File: src/rtl/vt52_pkg.sv
// Shared constants and types for the VT52-style cursor command decoder:
// control bytes, decoder states and the default 80x24 screen geometry.
package vt52_pkg;

    localparam logic [7:0] BYTE_BS  = 8'h08;
    localparam logic [7:0] BYTE_HT  = 8'h09;
    localparam logic [7:0] BYTE_LF  = 8'h0A;
    localparam logic [7:0] BYTE_CR  = 8'h0D;
    localparam logic [7:0] BYTE_ESC = 8'h1B;

    // Printable range; cursor-address bytes are also biased by the space code.
    localparam logic [7:0] BYTE_SPACE = 8'h20;
    localparam logic [7:0] BYTE_TILDE = 8'h7E;

    localparam int DEF_COL_BITS = 7;
    localparam int DEF_ROW_BITS = 5;
    localparam int DEF_LAST_COL = 79;
    localparam int DEF_LAST_ROW = 23;

    typedef enum logic [1:0] {
        IDLE,
        ESC,
        ROW,
        COL
    } state_e;

endpackage

File: src/rtl/cursor_command.sv
// Decodes a host byte stream into registered cursor-position writes, character
// stores and video-buffer strobes; one byte is accepted every other cycle.
module cursor_command
    import vt52_pkg::*;
#(
    parameter int COL_BITS = DEF_COL_BITS,
    parameter int ROW_BITS = DEF_ROW_BITS,
    parameter int LAST_COL = DEF_LAST_COL,
    parameter int LAST_ROW = DEF_LAST_ROW
) (
    input  logic                clk,
    input  logic                clr_n,
    input  logic [7:0]          data,
    input  logic                valid,
    output logic                ready,
    input  logic [COL_BITS-1:0] cur_x,
    input  logic [ROW_BITS-1:0] cur_y,
    output logic [COL_BITS-1:0] new_x,
    output logic [ROW_BITS-1:0] new_y,
    output logic                x_wen,
    output logic                y_wen,
    output logic                char_wen,
    output logic [7:0]          char_out,
    output logic                scroll_up,
    output logic                clr_eol,
    output logic                clr_eos
);

    // Coordinates are widened by one bit so +1 / tab never wraps before saturation.
    localparam logic [COL_BITS:0] LAST_X = (COL_BITS+1)'(LAST_COL);
    localparam logic [ROW_BITS:0] LAST_Y = (ROW_BITS+1)'(LAST_ROW);
    localparam logic [COL_BITS:0] ONE_X  = (COL_BITS+1)'(1);
    localparam logic [ROW_BITS:0] ONE_Y  = (ROW_BITS+1)'(1);
    localparam logic [COL_BITS:0] TAB_M  = (COL_BITS+1)'(7);

    state_e                state_q, state_d;
    logic [7:0]            row_q, row_d;
    logic                  row_bad_q, row_bad_d;
    logic                  busy_q, busy_d;
    logic [COL_BITS-1:0]   new_x_q, new_x_d;
    logic [ROW_BITS-1:0]   new_y_q, new_y_d;
    logic [7:0]            char_q, char_d;
    logic                  x_wen_q, x_wen_d, y_wen_q, y_wen_d, char_wen_q, char_wen_d;
    logic                  scroll_q, scroll_d, eol_q, eol_d, eos_q, eos_d;

    logic [COL_BITS:0]     x_w, x_tab;
    logic [ROW_BITS:0]     y_w;
    logic [7:0]            off;
    logic                  accept;

    assign x_w    = {1'b0, cur_x};
    assign y_w    = {1'b0, cur_y};
    assign x_tab  = (x_w | TAB_M) + ONE_X;
    assign off    = data - BYTE_SPACE;
    assign accept = valid && !busy_q;

    // NOTE: every variable gets a default before the case so no latch is inferred.
    always_comb begin
        state_d    = state_q;
        row_d      = row_q;
        row_bad_d  = row_bad_q;
        busy_d     = 1'b0;
        new_x_d    = new_x_q;
        new_y_d    = new_y_q;
        char_d     = char_q;
        x_wen_d    = 1'b0;
        y_wen_d    = 1'b0;
        char_wen_d = 1'b0;
        scroll_d   = 1'b0;
        eol_d      = 1'b0;
        eos_d      = 1'b0;

        if (accept) begin
            busy_d = 1'b1;
            case (state_q)
                IDLE: begin
                    if (data >= BYTE_SPACE && data <= BYTE_TILDE) begin
                        char_wen_d = 1'b1;
                        char_d     = data;
                        if (x_w < LAST_X) begin
                            x_wen_d = 1'b1;
                            new_x_d = COL_BITS'(x_w + ONE_X);
                        end
                    end else begin
                        case (data)
                            BYTE_CR: begin
                                x_wen_d = 1'b1;
                                new_x_d = '0;
                            end
                            BYTE_LF: begin
                                if (y_w < LAST_Y) begin
                                    y_wen_d = 1'b1;
                                    new_y_d = ROW_BITS'(y_w + ONE_Y);
                                end else begin
                                    scroll_d = 1'b1;
                                end
                            end
                            BYTE_BS: begin
                                if (cur_x != '0) begin
                                    x_wen_d = 1'b1;
                                    new_x_d = COL_BITS'(x_w - ONE_X);
                                end
                            end
                            BYTE_HT: begin
                                if (x_w < LAST_X) begin
                                    x_wen_d = 1'b1;
                                    new_x_d = (x_tab > LAST_X) ? COL_BITS'(LAST_X)
                                                               : COL_BITS'(x_tab);
                                end
                            end
                            BYTE_ESC: state_d = ESC;
                            default:  ;
                        endcase
                    end
                end

                ESC: begin
                    state_d = IDLE;
                    case (data)
                        8'h41: if (cur_y != '0) begin
                            y_wen_d = 1'b1;
                            new_y_d = ROW_BITS'(y_w - ONE_Y);
                        end
                        8'h42: if (y_w < LAST_Y) begin
                            y_wen_d = 1'b1;
                            new_y_d = ROW_BITS'(y_w + ONE_Y);
                        end
                        8'h43: if (x_w < LAST_X) begin
                            x_wen_d = 1'b1;
                            new_x_d = COL_BITS'(x_w + ONE_X);
                        end
                        8'h44: if (cur_x != '0) begin
                            x_wen_d = 1'b1;
                            new_x_d = COL_BITS'(x_w - ONE_X);
                        end
                        8'h48: begin
                            x_wen_d = 1'b1;
                            y_wen_d = 1'b1;
                            new_x_d = '0;
                            new_y_d = '0;
                        end
                        8'h4A:    eos_d   = 1'b1;
                        8'h4B:    eol_d   = 1'b1;
                        8'h59:    state_d = ROW;
                        BYTE_ESC: state_d = ESC;
                        default:  ;
                    endcase
                end

                ROW: begin
                    row_d     = off;
                    row_bad_d = (data < BYTE_SPACE);
                    state_d   = COL;
                end

                COL: begin
                    // Out-of-range coordinates are dropped per axis rather than clipped.
                    if (!row_bad_q && int'(row_q) <= LAST_ROW) begin
                        y_wen_d = 1'b1;
                        new_y_d = ROW_BITS'(row_q);
                    end
                    if (data >= BYTE_SPACE && int'(off) <= LAST_COL) begin
                        x_wen_d = 1'b1;
                        new_x_d = COL_BITS'(off);
                    end
                    state_d = IDLE;
                end

                default: state_d = IDLE;
            endcase
        end
    end

    // NOTE: sequential state uses non-blocking assignments only.
    always_ff @(posedge clk) begin
        if (!clr_n) begin
            state_q    <= IDLE;
            row_q      <= '0;
            row_bad_q  <= 1'b0;
            busy_q     <= 1'b0;
            new_x_q    <= '0;
            new_y_q    <= '0;
            char_q     <= '0;
            x_wen_q    <= 1'b0;
            y_wen_q    <= 1'b0;
            char_wen_q <= 1'b0;
            scroll_q   <= 1'b0;
            eol_q      <= 1'b0;
            eos_q      <= 1'b0;
        end else begin
            state_q    <= state_d;
            row_q      <= row_d;
            row_bad_q  <= row_bad_d;
            busy_q     <= busy_d;
            new_x_q    <= new_x_d;
            new_y_q    <= new_y_d;
            char_q     <= char_d;
            x_wen_q    <= x_wen_d;
            y_wen_q    <= y_wen_d;
            char_wen_q <= char_wen_d;
            scroll_q   <= scroll_d;
            eol_q      <= eol_d;
            eos_q      <= eos_d;
        end
    end

    assign ready     = !busy_q;
    assign new_x     = new_x_q;
    assign new_y     = new_y_q;
    assign x_wen     = x_wen_q;
    assign y_wen     = y_wen_q;
    assign char_wen  = char_wen_q;
    assign char_out  = char_q;
    assign scroll_up = scroll_q;
    assign clr_eol   = eol_q;
    assign clr_eos   = eos_q;

endmodule

File: config.mk
export PLATFORM = sky130hd
export DESIGN_NAME = cursor_command
export DESIGN_NICKNAME = d
export VERILOG_FILES = /design/src/rtl/vt52_pkg.sv /design/src/rtl/cursor_command.sv
export SDC_FILE = /design/constraint.sdc
export NUM_CORES = 1
export LEC_CHECK = 0
export ABC_AREA = 1
export BUFFER_PORTS_ARGS = -buffer_cell sky130_fd_sc_hd__buf_2
export CORE_AREA = 5 5 89 91
export CTS_CLUSTER_SIZE = 12
export DETAILED_ROUTE_END_ITERATION = 8
export DIE_AREA = 0 0 94 96
export GPL_ROUTABILITY_DRIVEN = 0
export PLACE_DENSITY = 0.72
export SYNTH_ARGS = -nofsm -noshare
export SYNTH_HDL_FRONTEND = slang
export SYNTH_SLANG_ARGS = --single-unit
File: constraint.sdc
create_clock -name clk -period 1.65 [get_ports clk]
set_clock_uncertainty 0.1 [all_clocks]
set_input_delay 0.0825 -clock clk [delete_from_list [all_inputs] [get_ports clk]]
set_output_delay 0.0825 -clock clk [all_outputs]
set_load 0.005 [all_outputs]
======== After elaboration in Yosys (flattened, before gate mapping) ========
Index checks and enable logic that the tools add are counted.
word-level totals
  register bits after elaboration ......... 38
  bits of input ports ..................... 23
  output and inout port bits .............. 27
  word-level logic and storage cells ...... 115
cells by class
  $add $sub $neg .......................... 6
  magnitude comparators ................... 8
  eq/ne operators ......................... 26
  mux-type cells .......................... 39
  bitwise gates (word level) .............. 4
  reduce and logical (&&, ||, !) cells .... 19
operators by type and width
  operator                                                           count
  == test 8 x 7 -> 1 bit, second input constant                      8
  case mux 7 bit (3 select lines)                                    3
  two-way mux 7 bit                                                  6
  == test 8 x 4 -> 1 bit, second input constant                      4
  case mux 5 bit (3 select lines)                                    2
  two-way mux 5 bit                                                  5
  <= comparator 8 x 7 -> 1 bit, second input constant                2
  case mux 1 bit (3 select lines)                                    5
  two-way mux 1 bit                                                  14
  AND reduction 3 bit                                                4
  adder 7 x 1 -> 8 bit, second input constant                        1
  == test 8 x 5 -> 1 bit, second input constant                      1
  greater-or-equal comparator 8 x 6 -> 1 bit, second input constant  1
  > comparator 8 x 7 -> 1 bit, second input constant                 1
  <= comparator 8 x 5 -> 1 bit, second input constant                1
  < comparator 8 x 6 -> 1 bit, second input constant                 1
  != test 2 bit, second input constant                               4
  case mux 2 bit (4 select lines)                                    1
  subtractor 8 x 6 -> 8 bit, second input constant                   1
  adder 7 x 1 -> 7 bit, second input constant                        1
  < comparator 7 bit, second input constant                          1
  AND reduction 7 bit                                                1
  nonzero test 7 bit                                                 1
  subtractor 7 x 1 -> 7 bit, second input constant                   1
  22 further kinds                                                   32

======== Longest topological paths before layout ========
Gate-level depths: netlist of the first run.
  depth after elaboration ................. 7
  mapped depth ............................ 14
  gate-level depth less buffers ........... 13

======== Least setup slack after synthesis of the first run ========
No wires, ideal clock.
  path type ............................... input to register
  from .................................... input port data[5]
  to ...................................... register new_x_q[6] (netlist: new_x[6])
  library setup time ...................... 0.115 ns
  arrival ................................. 1.383 ns
  required time ........................... 1.435 ns
  slack ................................... 0.053 ns
  stages .................................. 13
  path buffers ............................ 2
  cell sequence ........................... buf_2 > inv_1 > ha_1 > a21oi_1 > nor2_1 > nand2_1 > nand2_1 > nand3_1 > nor2_4 > buf_6 > nand2_1 > nor2_1 > nor2_1
on the way
  longest elaborated chain between the ends .. 5
  elaborated cells on any way between the ends .. 22
  classes of those cells .................. 1 x add/sub; 3 x order compare; 10 x eq/ne; 5 x mux; 3 x reduce/logical
ends and longest elaborated chain
  item                                  line                   source
  start: declaration                    cursor_command.sv:13   input logic [7:0] data,
  subtractor 8 x 6 -> 8 bit             cursor_command.sv:54   assign off = data - BYTE_SPACE;
  net off[5]                            cursor_command.sv:48   logic [7:0] off;
  <= comparator 8 x 7 -> 1 bit          cursor_command.sv:162  if (data >= BYTE_SPACE && int'(off) <= LAST_COL) begin
  logical AND 1 bit                     cursor_command.sv:162
  != test 2 bit (no source line)        -
  AND reduction 6 bit (no source line)  -
  end signal: assignment                cursor_command.sv:195  new_x_q <= new_x_d;
  end: declaration                      cursor_command.sv:40   logic [COL_BITS-1:0] new_x_q, new_x_d;
The timed path passes the listed nets, and every way through them passes these cells. The select of a mux whose other input is x is not followed.
A chain may end at the register's enable or synchronous reset.

==> summary.md, run 1 <==
| Metric | Value |
|---|---|
| Die area | `9020 um^2` |
| Worst setup SP type | `flop` |
| Post-Syn Area per Cell | `5.93 um^2` |
| Post-synth cell types | `32` |
| Area added between synthesis and finish | `37.5%` |
| Post-synth EDFFs | `0` |
| # diodes | `0` |
| Starting Density | `0.429` |
| CP max stage cell | `dfxtp_4` |
| Minimum clock period | `1570 ps` |
| Worst-path clk slew | `80 ps` |
| H-tree Lvls | `2` |
| Leading register cell type out of synthesis | `dfxtp_1` |
| Number of nets in the layout | `666` |
| Crit path DAT | `1720 ps` |
| DPL Wire Length | `7770 um` |
| Syn nets | `545` |
| Lkg Pwr | `2.09 nW` |
| Worst Hold Class | `primary input to flop` |
| Num CTS Buffers | `5` |
| Critical path class | `flop to flop` |
| Yosys reg bits | `38` |
| Peak supply drop | `0.436 mV` |
| CP Capture Type | `flop` |
| Mapped cell area | `3030 um^2` |
| Routed len/inst | `13.9 um` |
| Worst R2R Setup Slack | `80 ps` |
| DRC errors left | `0` |
| Critical path fanouts, max | `5` |
| IO Count | `50` |
| Die Wd | `94 um` |
| Worst EP required | `1800 ps` |
| Vias in the first global route | `3,484` |
| Drt pass-1 iters | `5` |
| Inst Count DP | `720` |
| Fmax | `638 MHz` |
| Slew Limit Fails | `0` |
| Skew-Pair Late Insertion Delay | `300 ps` |
| Final wirelength | `10,200 um` |
| Initial DRC Count | `422` |
| Remaining Overflow, GRT | `0` |
| Period Utilization, post-route | `0.950` |
| Antenna Nets Post-Route | `0` |
| Core Area | `7060 um^2` |
| Mapped Cells | `511` |
| Core Util, Final | `0.590` |
| Largest net degree at the start of global routing | `29` |
| Max-cap violation count | `0` |
| Share of cells above drive strength 1 | `0.297` |
| Design Area, Final | `4170 um^2` |
| Cell Area, Placed | `3890 um^2` |
| Synth async-reset ratio | `0` |
| First-pass GRT wire length | `16,000 um` |
| Initial antenna violation count | `0` |
| Site Rows | `31` |
| Max Root-Sink Buffers | `2` |
| Post-synthesis sequential area ratio | `0.251` |
| GRT Total Usage | `0.224` |
| Clk root buf | `clkbuf_8` |
| Fillers | `694` |
| Final Setup Violations | `0` |
| Height of the chip | `96 um` |
| Final hold vios | `0` |
| Yosys warning count | `0` |
| Vias | `3,784` |
| Hold Buf Count CTS | `0` |
| Pwr dens | `606 nW/um^2` |
| Crit-path most repeated cell | `nor2_4` |
| Drt via density | `5.17` |
| Slew headroom | `0.779` |
| Outcome | `finished clean` |
| # port buffers | `49` |
| Hold WS | `20.8 ps` |
| Slew @ Worst Pin | `329 ps` |
| Crit path cell chain | `inv_4, buf_6, nor2_4, nor2_4, nand2_2, a21oi_4, nand2_4, a21oi_2, o21a_1` |
| Clock sinks | `38` |
| Worst path max stage delay | `370 ps` |
| CTS tree | `done` |
| Fin cells | `732` |
cells in the final DEF, fill, tap and decap left out, types with 7 or more instances in the layout:
cell and n:
buf_2 49, xor2_1 7, o21ai_1 9, a21oi_1 29
nor2_1 85, inv_1 45, dfxtp_1 36, o21ai_0 34
nand2_2 11, nor2_2 8, nand3_1 41, nor2_4 8
ha_1 11, nand2_1 123, buf_4 70, inv_2 9
cell usage after synthesis, types with 7 or more instances:
cell     number  share of area
a21oi_1      32          0.053
dfxtp_1      38           0.25
ha_1         11          0.045
inv_1        47          0.058
inv_2         9          0.011
nand2_1     128           0.16
nand3_1      42          0.069
nor2_1       88           0.11
nor2_2        8          0.017
o21ai_0      35          0.058
o21ai_1       9          0.015
xor2_1        7          0.020
kinds of logic after synthesis:
| logic type | after synthesis | synth area share |
|---|---|---|
| flops | 38 | 0.251 |
| fa+ha+maj | 11 | 0.0454 |
| buf+inv | 71 | 0.100 |
| simple gates | 295 | 0.423 |
| xor+xnor | 10 | 0.0289 |
| compound gates | 86 | 0.152 |
final timing paths:
kind,from,to,cells past startpoint
setup / recovery,flop,new_y[3]$_SDFFE_PN0P_,9
hold / removal,data[0],clr_eos$_SDFF_PN0_,3
setup reg to reg,flop,new_y[3]$_SDFFE_PN0P_,9
hold reg to reg,char_out[7]$_SDFFE_PN0P_,char_out[7]$_SDFFE_PN0P_,2
timing repair:
action,4_1_cts,5_1_grt
endpoints found under the setup margin,14,26
hold endpoints to repair,0,0
pin swaps,1,9
cloned,1,2
resized for setup,7,27
buffers inserted,0,1
worst max-delay path: cells and delay by family (launching register included):
| family | cells | cell delay (ps) |
|---|---|---|
| buffers and inverters | 2 | 150 |
| AOI/OAI and AO/OA | 3 | 480 |
| and+or+nand+nor | 4 | 420 |
| DFF | 1 | 370 |
final cells by class:
class / instances / area, um^2 / area share
clock buffers: 5 / 68.8 / 0.0165
multi-input cells: 404 / 2060 / 0.495
flip-flops and latches: 38 / 768 / 0.184
inverters: 59 / 233 / 0.0559
well taps: 99 / 124 / 0.0297
repair inverters: 1 / 7.51 / 0.00180
repair buffers: 123 / 833 / 0.200
clock inverters: 3 / 68.8 / 0.0165
power breakdown:
part	switching, mW	internal (mW)	total, mW
clock network	0.371	0.606	0.977
logic	0.338	0.249	0.587
registers	0.0208	0.940	0.961
stage by stage:
stage               worst slack (ps)  power [mW]  TNS [ps]
finish                          82.0        2.52         0
detailed placement              -129        1.55      -969
CTS                             16.1        2.52         0
floorplan                       52.7        1.29         0
global route                   -16.8        2.63     -23.8
global placement               -58.1        1.53      -345
registers in the layout, indices dropped and copies added (netlist names), named ones only:
signal     count
char_out       8
row_q          8
new_x          7
new_y          5
busy_q         1
char_wen       1
clr_eol        1
clr_eos        1
row_bad_q      1
scroll_up      1
state_q        1
x_wen          1
y_wen          1
metal layers:
| layer | share of wire | track usage |
|---|---|---|
| met5 | 0 | 0 |
| met4 | 0.026 | 0.0806 |
| met3 | 0.077 | 0.0367 |
| met2 | 0.46 | 0.377 |
| met1 | 0.44 | 0.290 |
(Power assumes the default switching activity.)
==> run 2, diff against run 1 <==
--- a/config.mk
+++ b/config.mk
@@ -8,4 +8,5 @@
 export ABC_AREA = 1
 export BUFFER_PORTS_ARGS = -buffer_cell sky130_fd_sc_hd__buf_2
+export CAP_MARGIN = 15
 export CORE_AREA = 5 5 89 91
 export CTS_CLUSTER_SIZE = 12
@@ -13,5 +14,5 @@
 export DIE_AREA = 0 0 94 96
 export GPL_ROUTABILITY_DRIVEN = 0
-export PLACE_DENSITY = 0.72
+export PLACE_DENSITY = 0.67
 export SYNTH_ARGS = -nofsm -noshare
 export SYNTH_HDL_FRONTEND = slang
==> constraint.sdc (replaced) <==
create_clock -name clk -period 1.65 [get_ports clk]
set_clock_uncertainty 0.1 [all_clocks]
set_input_delay 0.0825 -clock clk [delete_from_list [all_inputs] [get_ports clk]]
set_output_delay 0.0825 -clock clk [all_outputs]
set_load 0.1 [all_outputs]
==> summary.md, run 2 (synthesis results as in run 1) <==
| Metric | Value |
|---|---|
| Outcome | `finished clean` |
| Worst setup SP type | `flop` |
| IO Count | `50` |
| Reg2reg end | `new_y[4]$_SDFFE_PN0P_` |
| Vias in the first global route | `3,354` |
| Final total power | `2.42 mW` |
| Area added between synthesis and finish | `34.7%` |
| Height of the chip | `96 um` |
| Slew Limit Fails | `0` |
| Max-cap violation count | `0` |
| Drt pass-1 iters | `5` |
| Final wirelength | `9460 um` |
| Critical path fanouts, max | `9` |
| Core Area | `7060 um^2` |
| Worst-path clk slew | `80 ps` |
| Initial DRC Count | `237` |
| DPL Wire Length | `7650 um` |
| Worst Hold Path EP | `busy_q$_SDFF_PN0_` |
| Period Utilization, post-route | `0.950` |
| H-tree Lvls | `2` |
| Antenna Nets Post-Route | `0` |
| DRC errors left | `0` |
| Peak supply drop | `0.461 mV` |
| Critical path class | `flop to flop` |
| Die area | `9020 um^2` |
| First-pass GRT wire length | `15,600 um` |
| Hold Path Depth | `3` |
| Drt via density | `5.00` |
| Initial antenna violation count | `0` |
| Routed len/inst | `13.0 um` |
| Reg2reg path depth | `9` |
| Remaining Overflow, GRT | `0` |
| Pwr dens | `592 nW/um^2` |
| Minimum clock period | `1570 ps` |
| Hold WS | `45.2 ps` |
| Slew headroom | `0.673` |
| Hold Path Origin | `valid` |
| Lkg Pwr | `2.08 nW` |
| # diodes | `0` |
| Largest net degree at the start of global routing | `29` |
| Number of nets in the layout | `662` |
| # port buffers | `49` |
| CP Capture Type | `flop` |
| Final hold vios | `0` |
| Most frequent cells in the layout | `123 x nand2_1, 85 x nor2_1, 69 x buf_4` |
| Most common cell after layout, fill and taps aside | `nand2_1` |
| Site Rows | `31` |
| Vias | `3,642` |
| Max Root-Sink Buffers | `2` |
| Share of cells above drive strength 1 | `0.300` |
| Crit path DAT | `1720 ps` |
| Starting Density | `0.429` |
| Worst R2R Setup Slack | `80 ps` |
| CTS tree | `done` |
| Final Setup Violations | `0` |
| Skew-Pair Late Insertion Delay | `300 ps` |
| Num CTS Buffers | `5` |
| Die Wd | `94 um` |
| Fillers | `719` |
| Clock sinks | `38` |
| Slew @ Worst Pin | `493 ps` |
| Clk root buf | `clkbuf_8` |
| Fmax | `638 MHz` |
| GRT Total Usage | `0.219` |
| Worst EP required | `1800 ps` |
| Worst Hold Class | `primary input to flop` |
## run 2: changes by cell type in the layout (fill, tap and decap cells not counted), moves of 2 or more
| cell | previous run | this run |
|---|---|---|
| dfxtp_2 | 0 | 8 |
| dfxtp_1 | 36 | 30 |
| o21ai_1 | 9 | 14 |
| o21ai_0 | 34 | 30 |
| a21oi_2 | 2 | 4 |
| buf_6 | 2 | 0 |
| bufinv_16 | 2 | 0 |
| dfxtp_4 | 2 | 0 |
| nand2_2 | 11 | 9 |
| nor2_4 | 8 | 6 |
## run 2: how the worst max path moves through the flow
stage	start	end	slack, ps	cells after the start
after floorplan	busy_q$_SDFF_PN0_	new_y[4]$_SDFFE_PN0P_	-80	8
after global routing	state_q[0]$_SDFFE_PN0P_	new_x[2]$_SDFFE_PN0P_	-7	8
after CTS	flop	new_x[5]$_SDFFE_PN0P_	30	9
after detailed placement	cur_x[0]	new_x[1]$_SDFFE_PN0P_	-170	13
final	flop	new_y[4]$_SDFFE_PN0P_	80	9
after global placement	cur_x[0]	new_x[1]$_SDFFE_PN0P_	-160	13
## run 2: through the flow
stage               TNS [ps]  utilization  setup slack [ps]  cell area [um^2]  std cells
floorplan              -1010            -             -77.7              3090        511
global placement        -273        0.558              -159              3940        718
detailed placement      -547        0.558              -166              3940        718
CTS                        0        0.574              26.6              4050        727
global route           -7.33        0.578             -7.33              4080        728
finish                     0        0.578              82.0              4080        728
## run 2: layout make-up
cell class | instances | area, um^2 | area share
Clock inverter | 2 | 12.5 | 0.00307
Timing Repair Buffer | 122 | 833 | 0.204
Tap cell | 99 | 124 | 0.0303
Clock buffer | 6 | 82.6 | 0.0202
Multi-Input combinational cell | 402 | 2020 | 0.496
Inverter | 59 | 234 | 0.0573
Sequential cell | 38 | 771 | 0.189
## run 2: critical path: stages (launching register included)
cell        delay (ps)
dfxtp_2            330
buf_4              130
nand2_2             80
clkinvlp_4         140
nand2_1             90
nand2_1             60
a21oi_2            140
nand2_2            160
a21oi_2            160
o21a_1             120
## run 2: power breakdown
| part | internal [mW] | total (mW) | leakage (nW) | switching (mW) |
|---|---|---|---|---|
| sequential | 0.946 | 0.967 | 0.312 | 0.0215 |
| combinational | 0.244 | 0.766 | 1.72 | 0.522 |
| clock | 0.336 | 0.683 | 0.0472 | 0.347 |
## run 2: repair_timing
item,in CTS,in global routing
endpoints found under the setup margin,12,20
endpoints found under the hold margin,1,0
gates resized for setup,2,9
hold buffers,1,0
pin swaps,0,0
buffers inserted,0,1
## run 2: metal layers
layer / GRT usage / share of wire / vias to the layer above
met2: 0.355 / 0.45 / 107
met4: 0.0710 / 0.018 / 0
met1: 0.298 / 0.48 / 1646
met5: 0 / 0 / -
li1: - / - / 1872
met3: 0.0344 / 0.053 / 17
==> run 3, diff against run 2 <==
PLACE_DENSITY = not set   (was 0.67)
clock period = 1.46 ns   (was 1.65 ns; I/O delays follow)
==> summary.md, run 3 (synthesis results as in run 1) <==
| Metric | Value |
|---|---|
| Final hold vios | `0` |
| Skew-Pair Late Insertion Delay | `290 ps` |
| Reg power frac | `0.342` |
| Comb power frac | `0.308` |
| Worst path max stage delay | `370 ps` |
| Height of the chip | `96 um` |
| CP max stage cell | `dfxtp_4` |
| Slew @ Worst Pin | `494 ps` |
| Minimum clock period | `1500 ps` |
| Hold WS | `29.0 ps` |
| Area of the multi-input gates | `2160 um^2` |
| Fin worst setup slack | `-44.6 ps` |
| Largest net degree at the start of global routing | `29` |
| Unrepaired setup endpoints after global routing | `true` |
| Core Area | `7060 um^2` |
| Crit-path leading delay family | `simple AND/OR/NAND/NOR gates` |
| Crit path DAT | `1590 ps` |
| Fmax | `665 MHz` |
| Fillers | `674` |
| Critical path fanouts, max | `7` |
| Slew headroom | `0.673` |
| Final Setup Violations | `7` |
| Final wirelength | `10,200 um` |
| Drt pass-1 iters | `5` |
| Initial DRC Count | `303` |
| IO Count | `50` |
| Share of cells above drive strength 1 | `0.374` |
| Crit path cell chain | `buf_6, nor2_4, nand3_2, nor2_4, nor2_4, buf_12, buf_6, o21ai_2, nor2_1` |
| Die area | `9020 um^2` |
| Remaining Overflow, GRT | `0` |
| Clock share of power | `0.350` |
| DPL Wire Length | `8250 um` |
| Most frequent cells in the layout | `120 x nand2_1, 99 x buf_4, 80 x nor2_1` |
| GRT Total Usage | `0.234` |
| CTS tree | `done` |
| Worst setup SP type | `flop` |
| # port buffers | `49` |
| Design Area, Final | `4600 um^2` |
| Max Root-Sink Buffers | `2` |
| Critical path class | `flop to flop` |
| Cell Area, Placed | `4230 um^2` |
| Failing checks | `setup timing` |
| Num CTS Buffers | `5` |
| Outcome | `finished with violations` |
| Drt via density | `5.03` |
| Crit-path most repeated cell | `nor2_4` |
| Routed len/inst | `13.3 um` |
| Setup tns final | `-207 ps` |
| Lkg Pwr | `2.34 nW` |
| Final total power | `3.19 mW` |
| Max-cap violation count | `0` |
| Antenna Nets Post-Route | `0` |
| Buf+Inv Stages, Crit Path | `3` |
| Period Utilization, post-route | `1.03` |
| Area added between synthesis and finish | `51.8%` |
| Clock sinks | `38` |
| Site Rows | `31` |
| Worst-path clk slew | `90 ps` |
| Vias | `3,859` |
| Most common cell after layout, fill and taps aside | `nand2_1` |
| P_sw | `1.08 mW` |
| H-tree Lvls | `2` |
| Slew Limit Fails | `0` |
| Worst EP required | `1550 ps` |
| Core Util, Final | `0.651` |
| Pwr dens | `694 nW/um^2` |
| Starting Density | `0.429` |
| First-pass GRT wire length | `16,800 um` |
| DRC errors left | `0` |
| Pint | `2.11 mW` |
| # diodes | `0` |
| CP Capture Type | `flop` |
| Number of nets in the layout | `701` |
| Initial antenna violation count | `0` |
| Worst Hold Class | `primary input to flop` |
| Die Wd | `94 um` |
| Sw Share | `0.338` |
| Clk root buf | `clkbuf_8` |
| Vias in the first global route | `3,591` |
| Storage cell area | `773 um^2` |
| Peak supply drop | `0.576 mV` |
run 3: metal layers:
metal	vias to the layer above	GRT usage	part of all wire
li1	1957	-	-
met1	1744	0.342	0.48
met2	143	0.369	0.43
met3	15	0.0328	0.070
met4	0	0.0469	0.012
met5	-	0	0
run 3: power groups by stage:
| stage | Sequential [mW] | Combinational (mW) | Clock, mW |
|---|---|---|---|
| finish | 1.09 | 0.982 | 1.11 |
| global route | 1.10 | 1.06 | 1.17 |
| CTS | 1.09 | 0.967 | 1.13 |
| detailed placement | 1.12 | 0.931 | 0 |
| global placement | 1.11 | 0.925 | 0 |
| floorplan | 1.32 | 0.370 | 0 |
run 3: layout make-up:
type	instances	area share
clock buffers	5	0.0150
clock inverters	3	0.0150
inverters	59	0.0528
multi-input cells	403	0.469
flip-flops and latches	38	0.168
well taps	99	0.0269
repair buffers	160	0.253
run 3: metrics by stage:
| step | setup WS, ps | std cells |
|---|---|---|
| 5_1_grt | -139 | 767 |
| 6_report | -44.6 | 767 |
| 4_1_cts | -59.2 | 767 |
| 2_1_floorplan | -265 | 511 |
| 3_5_place_dp | -289 | 753 |
| 3_3_place_gp | -291 | 753 |
run 3: timing repair:
action                                  in CTS  in global routing
pin swaps                                   14                 15
hold endpoints to repair                     2                  0
endpoints found under the setup margin      29                 32
setup buffers                                2                  0
gates cloned                                 2                  0
hold buffers                                 2                  0
resized for setup                           28                 23
run 3: worst min-delay path: stages:
cell    delay, ps
buf_2         110
inv_1         130
nor2_2         80
run 3: path summary, 6_finish.rpt:
path	depth (start not counted)	slack (ps)	from	to
setup reg to reg	9	-40	state_q[0]$_SDFFE_PN0P_	new_x[3]$_SDFFE_PN0P_
hold reg to reg	2	350	char_out[7]$_SDFFE_PN0P_	char_out[7]$_SDFFE_PN0P_
setup / recovery	9	-40	state_q[0]$_SDFFE_PN0P_	new_x[3]$_SDFFE_PN0P_
hold / removal	3	30	clr_n	busy_q$_SDFF_PN0_
